**src/rtl/sram_arbiter.sv**
```systemverilog
// sram_arbiter: two-requester arbiter for the single-port sram macro with read-return tagging
// Ports: clk_i/rst_ni (async active-low reset); p0_*/p1_* requester req/we/addr/wdata/wmask in,
//   gnt/rvalid out; rdata_o shared read data; sram_* macro controls (csb/web active-low),
//   mask/addr/wdata out, rdata in.
// Macro SRAM_ARB_RR_EN selects round-robin arbitration; undefined gives fixed priority to port 0.
module sram_arbiter #(
  parameter int ADDR_W = 13,
  parameter int DATA_W = 32,
  parameter int RD_LAT = 1
) (
  input  logic                  clk_i,
  input  logic                  rst_ni,
  input  logic                  p0_req_i,
  input  logic                  p0_we_i,
  input  logic [27:0]           p0_addr_i,
  input  logic [DATA_W-1:0]     p0_wdata_i,
  input  logic [DATA_W/8-1:0]   p0_wmask_i,
  output logic                  p0_gnt_o,
  output logic                  p0_rvalid_o,
  input  logic                  p1_req_i,
  input  logic                  p1_we_i,
  input  logic [27:0]           p1_addr_i,
  input  logic [DATA_W-1:0]     p1_wdata_i,
  input  logic [DATA_W/8-1:0]   p1_wmask_i,
  output logic                  p1_gnt_o,
  output logic                  p1_rvalid_o,
  output logic [DATA_W-1:0]     rdata_o,
  output logic                  sram_csb_o,
  output logic                  sram_web_o,
  output logic [DATA_W/8-1:0]   sram_wmask_o,
  output logic [ADDR_W-1:0]     sram_addr_o,
  output logic [DATA_W-1:0]     sram_wdata_o,
  input  logic [DATA_W-1:0]     sram_rdata_i
);
  logic [RD_LAT-1:0] vld, prt;
  logic rd, unused_addr;
`ifdef SRAM_ARB_RR_EN
  logic ptr;
  assign p0_gnt_o = rst_ni & p0_req_i & (~p1_req_i | ~ptr);
  assign p1_gnt_o = rst_ni & p1_req_i & (~p0_req_i | ptr);
  always_ff @(posedge clk_i or negedge rst_ni)
    if (!rst_ni) ptr <= 1'b0;
    else if (p0_gnt_o | p1_gnt_o) ptr <= p0_gnt_o;
`else
  assign p0_gnt_o = rst_ni & p0_req_i;
  assign p1_gnt_o = rst_ni & p1_req_i & ~p0_req_i;
`endif
  assign unused_addr = ^{p0_addr_i[27:ADDR_W], p1_addr_i[27:ADDR_W]};
  always_comb begin
    sram_csb_o   = ~(p0_gnt_o | p1_gnt_o);
    sram_web_o   = p0_gnt_o ? ~p0_we_i : p1_gnt_o ? ~p1_we_i : 1'b1;
    sram_wmask_o = p0_gnt_o ? p0_wmask_i : p1_gnt_o ? p1_wmask_i : '0;
    sram_addr_o  = p0_gnt_o ? p0_addr_i[ADDR_W-1:0] : p1_gnt_o ? p1_addr_i[ADDR_W-1:0] : '0;
    sram_wdata_o = p0_gnt_o ? p0_wdata_i : p1_gnt_o ? p1_wdata_i : '0;
    rd           = ~sram_csb_o & sram_web_o;
  end
  // stage 0 takes the tag of this cycle's granted read; the last stage lines up with sram_rdata_i
  always_ff @(posedge clk_i or negedge rst_ni)
    if (!rst_ni) begin
      vld <= '0;
      prt <= '0;
    end else begin
      vld <= RD_LAT'({vld, rd});
      prt <= RD_LAT'({prt, p1_gnt_o});
    end
  assign p0_rvalid_o = vld[RD_LAT-1] & ~prt[RD_LAT-1];
  assign p1_rvalid_o = vld[RD_LAT-1] & prt[RD_LAT-1];
  assign rdata_o     = sram_rdata_i;
endmodule

```
**config.mk**
```make
export PLATFORM = sky130hd
export DESIGN_NAME = sram_arbiter
export DESIGN_NICKNAME = d
export VERILOG_FILES = /design/src/rtl/sram_arbiter.sv
export SDC_FILE = /design/constraint.sdc
export NUM_CORES = 1
export LEC_CHECK = 0
export CELL_PAD_IN_SITES_DETAIL_PLACEMENT = 1
export CELL_PAD_IN_SITES_GLOBAL_PLACEMENT = 2
export CORE_ASPECT_RATIO = 0.6
export CORE_MARGIN = 2
export CORE_UTILIZATION = 10
export DETAILED_ROUTE_END_ITERATION = 8
export PLACE_DENSITY_LB_ADDON = 0.08
export SLEW_MARGIN = 40
export SYNTH_ARGS = -nofsm -noshare
export SYNTH_HDL_FRONTEND = slang
export SYNTH_SLANG_ARGS = --single-unit
```
**constraint.sdc**
```tcl
create_clock -name clk_i -period 1.2 [get_ports clk_i]
set_input_delay 0.24 -clock clk_i [delete_from_list [all_inputs] [get_ports clk_i]]
set_output_delay 0.24 -clock clk_i [all_outputs]
set_load 0.01 [all_outputs]
```
Word level (Yosys, flattened, before mapping)
Index checks and enable logic that the tools add are counted.

word-level totals
  input port bits = 166
  word-level logic and storage cells = 22
  output and inout bits = 87
  register bits = 2

cells by class
  bitwise logic cells = 12
  multiplexer cells = 8

operators with widths
  operator           number
  32-bit 2-to-1 mux  2
  13-bit 2-to-1 mux  2
  4-bit 2-to-1 mux   2
  1-bit bitwise AND  6
  1-bit inverter     5
  1-bit 2-to-1 mux   2
  1-bit OR           1

Longest topological paths before layout
  depth in word-level cells = 5
  depth in mapped cells = 4
  mapped depth without buffers = 2

Worst setup path after synthesis
OpenSTA, ideal clock, no wires.

  path kind = input port to output port
  from = in rst_ni
  to = out sram_wdata_o[3]
  arrival time = 896 ps
  required time = 960 ps
  slack = 64 ps
  buffers on the path = 2
  stages on the path = 4
  cell sequence = buf_4 -> nand2_2 -> buf_2 -> o21ai_0

on the way
  word-level cells in the longest chain between the ends = 4
  elaborated cells between the ends (all ways) = 5

ends and longest elaborated chain
  item                             line  source
  from (decl)                      12    input logic rst_ni,
  1-bit bitwise AND (2 in series)  46    assign p1_gnt_o = rst_ni & p1_req_i & ~p0_req_i;
  32-bit 2-to-1 mux                54    sram_wdata_o = p0_gnt_o ? p0_wdata_i : p1_gnt_o ? p1_wdata_i : '0;
  32-bit 2-to-1 mux *              54
  to (decl)                        32    output logic [DATA_W-1:0] sram_wdata_o,

Every way passes the cells marked *; elsewhere a longest branch is shown, timed or not.

Worst setup path after layout
  from = in p0_req_i
  to = out sram_wdata_o[19]

on the way
  word-level cells in the longest chain between the ends = 4
  elaborated cells between the ends (all ways) = 5

ends and longest elaborated chain
  item                 line  source
  from (decl)          13    input logic p0_req_i,
  1-bit inverter       46
  1-bit bitwise AND    46
  32-bit 2-to-1 mux    54
  32-bit 2-to-1 mux *  54

Marks and branches as above.

==> impl_metrics.csv <==
group,metric,value,unit
logic_synthesis,synth.cell_area,1270,sq um
sta,tightestPinTransition,0.190,ns
global_route,grt_max_degree,25,
worst_hold_path,holdCritPathClass,"input port to flip-flop",
sta,timing.fmax,0.768,GHz
routing,postRouteAntennaNets,0,
final_layout,multi_input_gate_area_in_the_final_layout,1210,sq um
status,run_status,"finished, violations left",
power_and_ir_drop,switching_fraction,32.5,%
sta,fin_crit_sh,109,%
status,violated_checks,"setup timing",
cts,htree_num_levels,1,
placed_design,dp.cells,494,
final_layout,nets,539,
sta,maxSlewHeadroom,87.2,%
floorplanning,io_pins,253,
routing,route.detailed.drc,0,
worst_setup_path,worst-path-max-fanout,7,
power_and_ir_drop,combPwrFrac,67.4,%
logic_synthesis,count_of_cell_types_in_the_netlist,17,
global_route,grt_first_pass_wirelength,13400,microns
power_and_ir_drop,power.static_leakage,1.79,nW
logic_synthesis,yosys_register_bits,2,
final_layout,final-instance-count-excl-fill,538,
routing,routed_wl,9710,microns
logic_synthesis,synthesis.instances,213,
final_layout,mostFrequentLayoutCell,"dlygate4sd2_1",
routing,drt_pass1_iterations,4,
sta,final_count_of_hold_timing_violations,0,
final_layout,area_growth,188,%
power_and_ir_drop,power.sequential.fraction,4.1,%
global_route,number_of_antenna_violations_at_the_first_check_in_global_routing,3,
worst_setup_path,timing.critical_path.buf_inv,4,
worst_setup_path,critical_path_class,"input port to output pin",
logic_synthesis,synth.yosys.warnings,0,
routing,num_vias,2141,
power_and_ir_drop,worst_ir_drop_vdd,0.266,mV
sta,timing.final.max_slew_violations,0,
power_and_ir_drop,power.share.clock,28.5,%
global_route,grt_pass1_vias,2151,
worst_setup_path,slowest_stage,"clkbuf_16",
global_route,track_usage,12.8,%
floorplanning,chipHeight,91.5,microns
routing,drt_iter0_markers,22,
floorplanning,start_util,10.4,%
placed_design,hpwlAfterDp,5410,microns
floorplanning,core-area,12300,sq um
worst_setup_path,top_family_by_delay_on_critical_path,"buffers and inverters",
cts,cts-root-buf,"clkbuf_16",
global_route,grt_overflow,0,
worst_setup_path,required,0.96,ns
worst_setup_path,crit_path_max_incr_delay,0.16,ns
sta,smallest_setup_slack_after_layout,-0.102,ns
final_layout,drive_gt1_share,45.6,%
final_layout,final-seq-area,50.0,sq um
worst_setup_path,setup.worst_path.end_class,"output pin",
placed_design,gpl.final_weighted_congestion,0.671,
sta,setup_violations,21,
cts,clock_path_buffers,2,
floorplanning,rows,31,
sta,final_period_minus_worst_setup_slack,1.30,ns
power_and_ir_drop,p_switching,0.574,mW
power_and_ir_drop,powerDensity,480,nW/um^2
sta,hold-worst-slack,0.322,ns
worst_setup_path,critPathLaunchType,"input port",
job,max_cap_violations,0,
logic_synthesis,seq_area_frac_synth,3.93,%
cts,cts_buffers,3,
cts,worst_setup_hold_path_clk_slew,0.03,ns
routing,avgViaCountPerCell,3.98,
final_layout,filler_cell_count,1461,
floorplanning,area_enclosed_by_the_die_boundary,13700,sq um
cts,clkSinkCount,2,
final_layout,end_of_flow_core_utilization,30.0,%
logic_synthesis,mean_area_per_synthesized_cell,5.99,sq um
worst_setup_path,worstPathArrival,1.06,ns
final_layout,commonest_cells_after_routing_fill_and_taps_aside,"dlygate4sd2_1 (90), buf_2 (47), nand3_1 (39)",
placed_design,portBuffers,158,
power_and_ir_drop,int_power,1.19,mW
worst_setup_path,critical_path_cell_by_cell,"buf_16 -> buf_8 -> clkbuf_16 -> nand2b_4 -> o21ai_2 -> buf_2",
logic_synthesis,synth_fp_nets,379,
floorplanning,die_width,150,microns
sta,unrepaired_setup_endpoints_after_global_routing,"true",
cts,cts_tree,"built",
routing,drt-wirelength-per-cell,18.1,microns
-- layer usage --
layer	vias to the layer above	global-route usage (%)	routed length, microns
met5	-	0	13
met4	2	1.57	46
met3	9	4.97	907
met2	110	18.7	3800
met1	991	18.0	4940
li1	1029	-	-
-- cells in the mapped netlist --
cell type | instances | area share [%]
buf_4 | 39 | 23
o21ai_0 | 9 | 3.5
and4b_1 | 1 | 0.79
clkbuf_1 | 4 | 1.2
nor2_1 | 1 | 0.29
nand3_1 | 49 | 19
nand2b_1 | 49 | 24
nor2b_1 | 1 | 0.49
o21ai_1 | 41 | 16
dfrtp_1 | 2 | 3.9
nand3b_1 | 1 | 0.59
o31ai_1 | 1 | 0.59
a31oi_1 | 1 | 0.49
nand2_2 | 1 | 0.49
buf_2 | 9 | 3.5
clkbuf_2 | 2 | 0.79
and2_1 | 2 | 0.98
-- cell type report --
cell class / count / share of cell area [%]
antenna: 2 / 0.136
sequential: 2 / 1.36
clock buffer: 3 / 2.04
tap: 165 / 5.62
timing repair buffer: 209 / 58.0
multi-input combinational: 157 / 32.8
-- power by group through the flow --
stage          combinational, mW  sequential, mW  clock, mW
5_1_grt                     1.28          0.0730      0.519
3_5_place_dp               0.950          0.0731          0
4_1_cts                     1.11          0.0724      0.515
6_report                    1.19          0.0723      0.503
2_1_floorplan              0.411          0.0728          0
3_3_place_gp               0.949          0.0731          0
-- metrics by stage --
step                      total power [mW]  area [sq um]  TNS [ns]  setup slack [ns]
after global routing                  1.87          3670     -2.55            -0.125
after detailed placement              1.02          2840    -43.43            -0.870
after global placement                1.02          2840    -43.73            -0.887
final                                 1.77          3680     -1.21            -0.102
after floorplan                      0.484          1270         0            0.0639
after CTS                             1.69          3380     -1.91            -0.146
-- tightest hold or removal path, stage by stage --
cell	delay [ns]
clkbuf_2	0.10
buf_4	0.10
o31ai_1	0.06
-- sequential cells by signal, indices dropped and copies added (netlist names) --
register	count
prt	1
vld	1
-- path summary, 6_finish.rpt --
path	slack, ns	to	from	depth (start not counted)
setup / recovery	-0.10	sram_wdata_o[19]	p0_req_i	6
max in group asynchronous	0.30	prt	rst_ni	5
hold / removal	0.32	vld	p1_we_i	3
min in group asynchronous	0.77	vld	rst_ni	5
-- kinds of logic after synthesis --
kind of cell / count (synthesis) / share of synthesized area, %
buffers and inverters: 54 / 28.5
flip-flops: 2 / 3.93
AO/OA/AOI/OAI: 52 / 20.7
AND/OR/NAND/NOR: 105 / 46.9
-- repair_timing --
| item | 4_1_cts | 5_1_grt |
|---|---|---|
| gates cloned | 14 | 5 |
| hold endpoints to repair | 2 | 0 |
| pin swaps | 74 | 16 |
| setup endpoints to repair | 55 | 51 |
| hold buffers | 1 | 0 |
| buffers inserted | 13 | 10 |
| gates resized for setup | 386 | 54 |
Power figures use the tool's default switching activity.
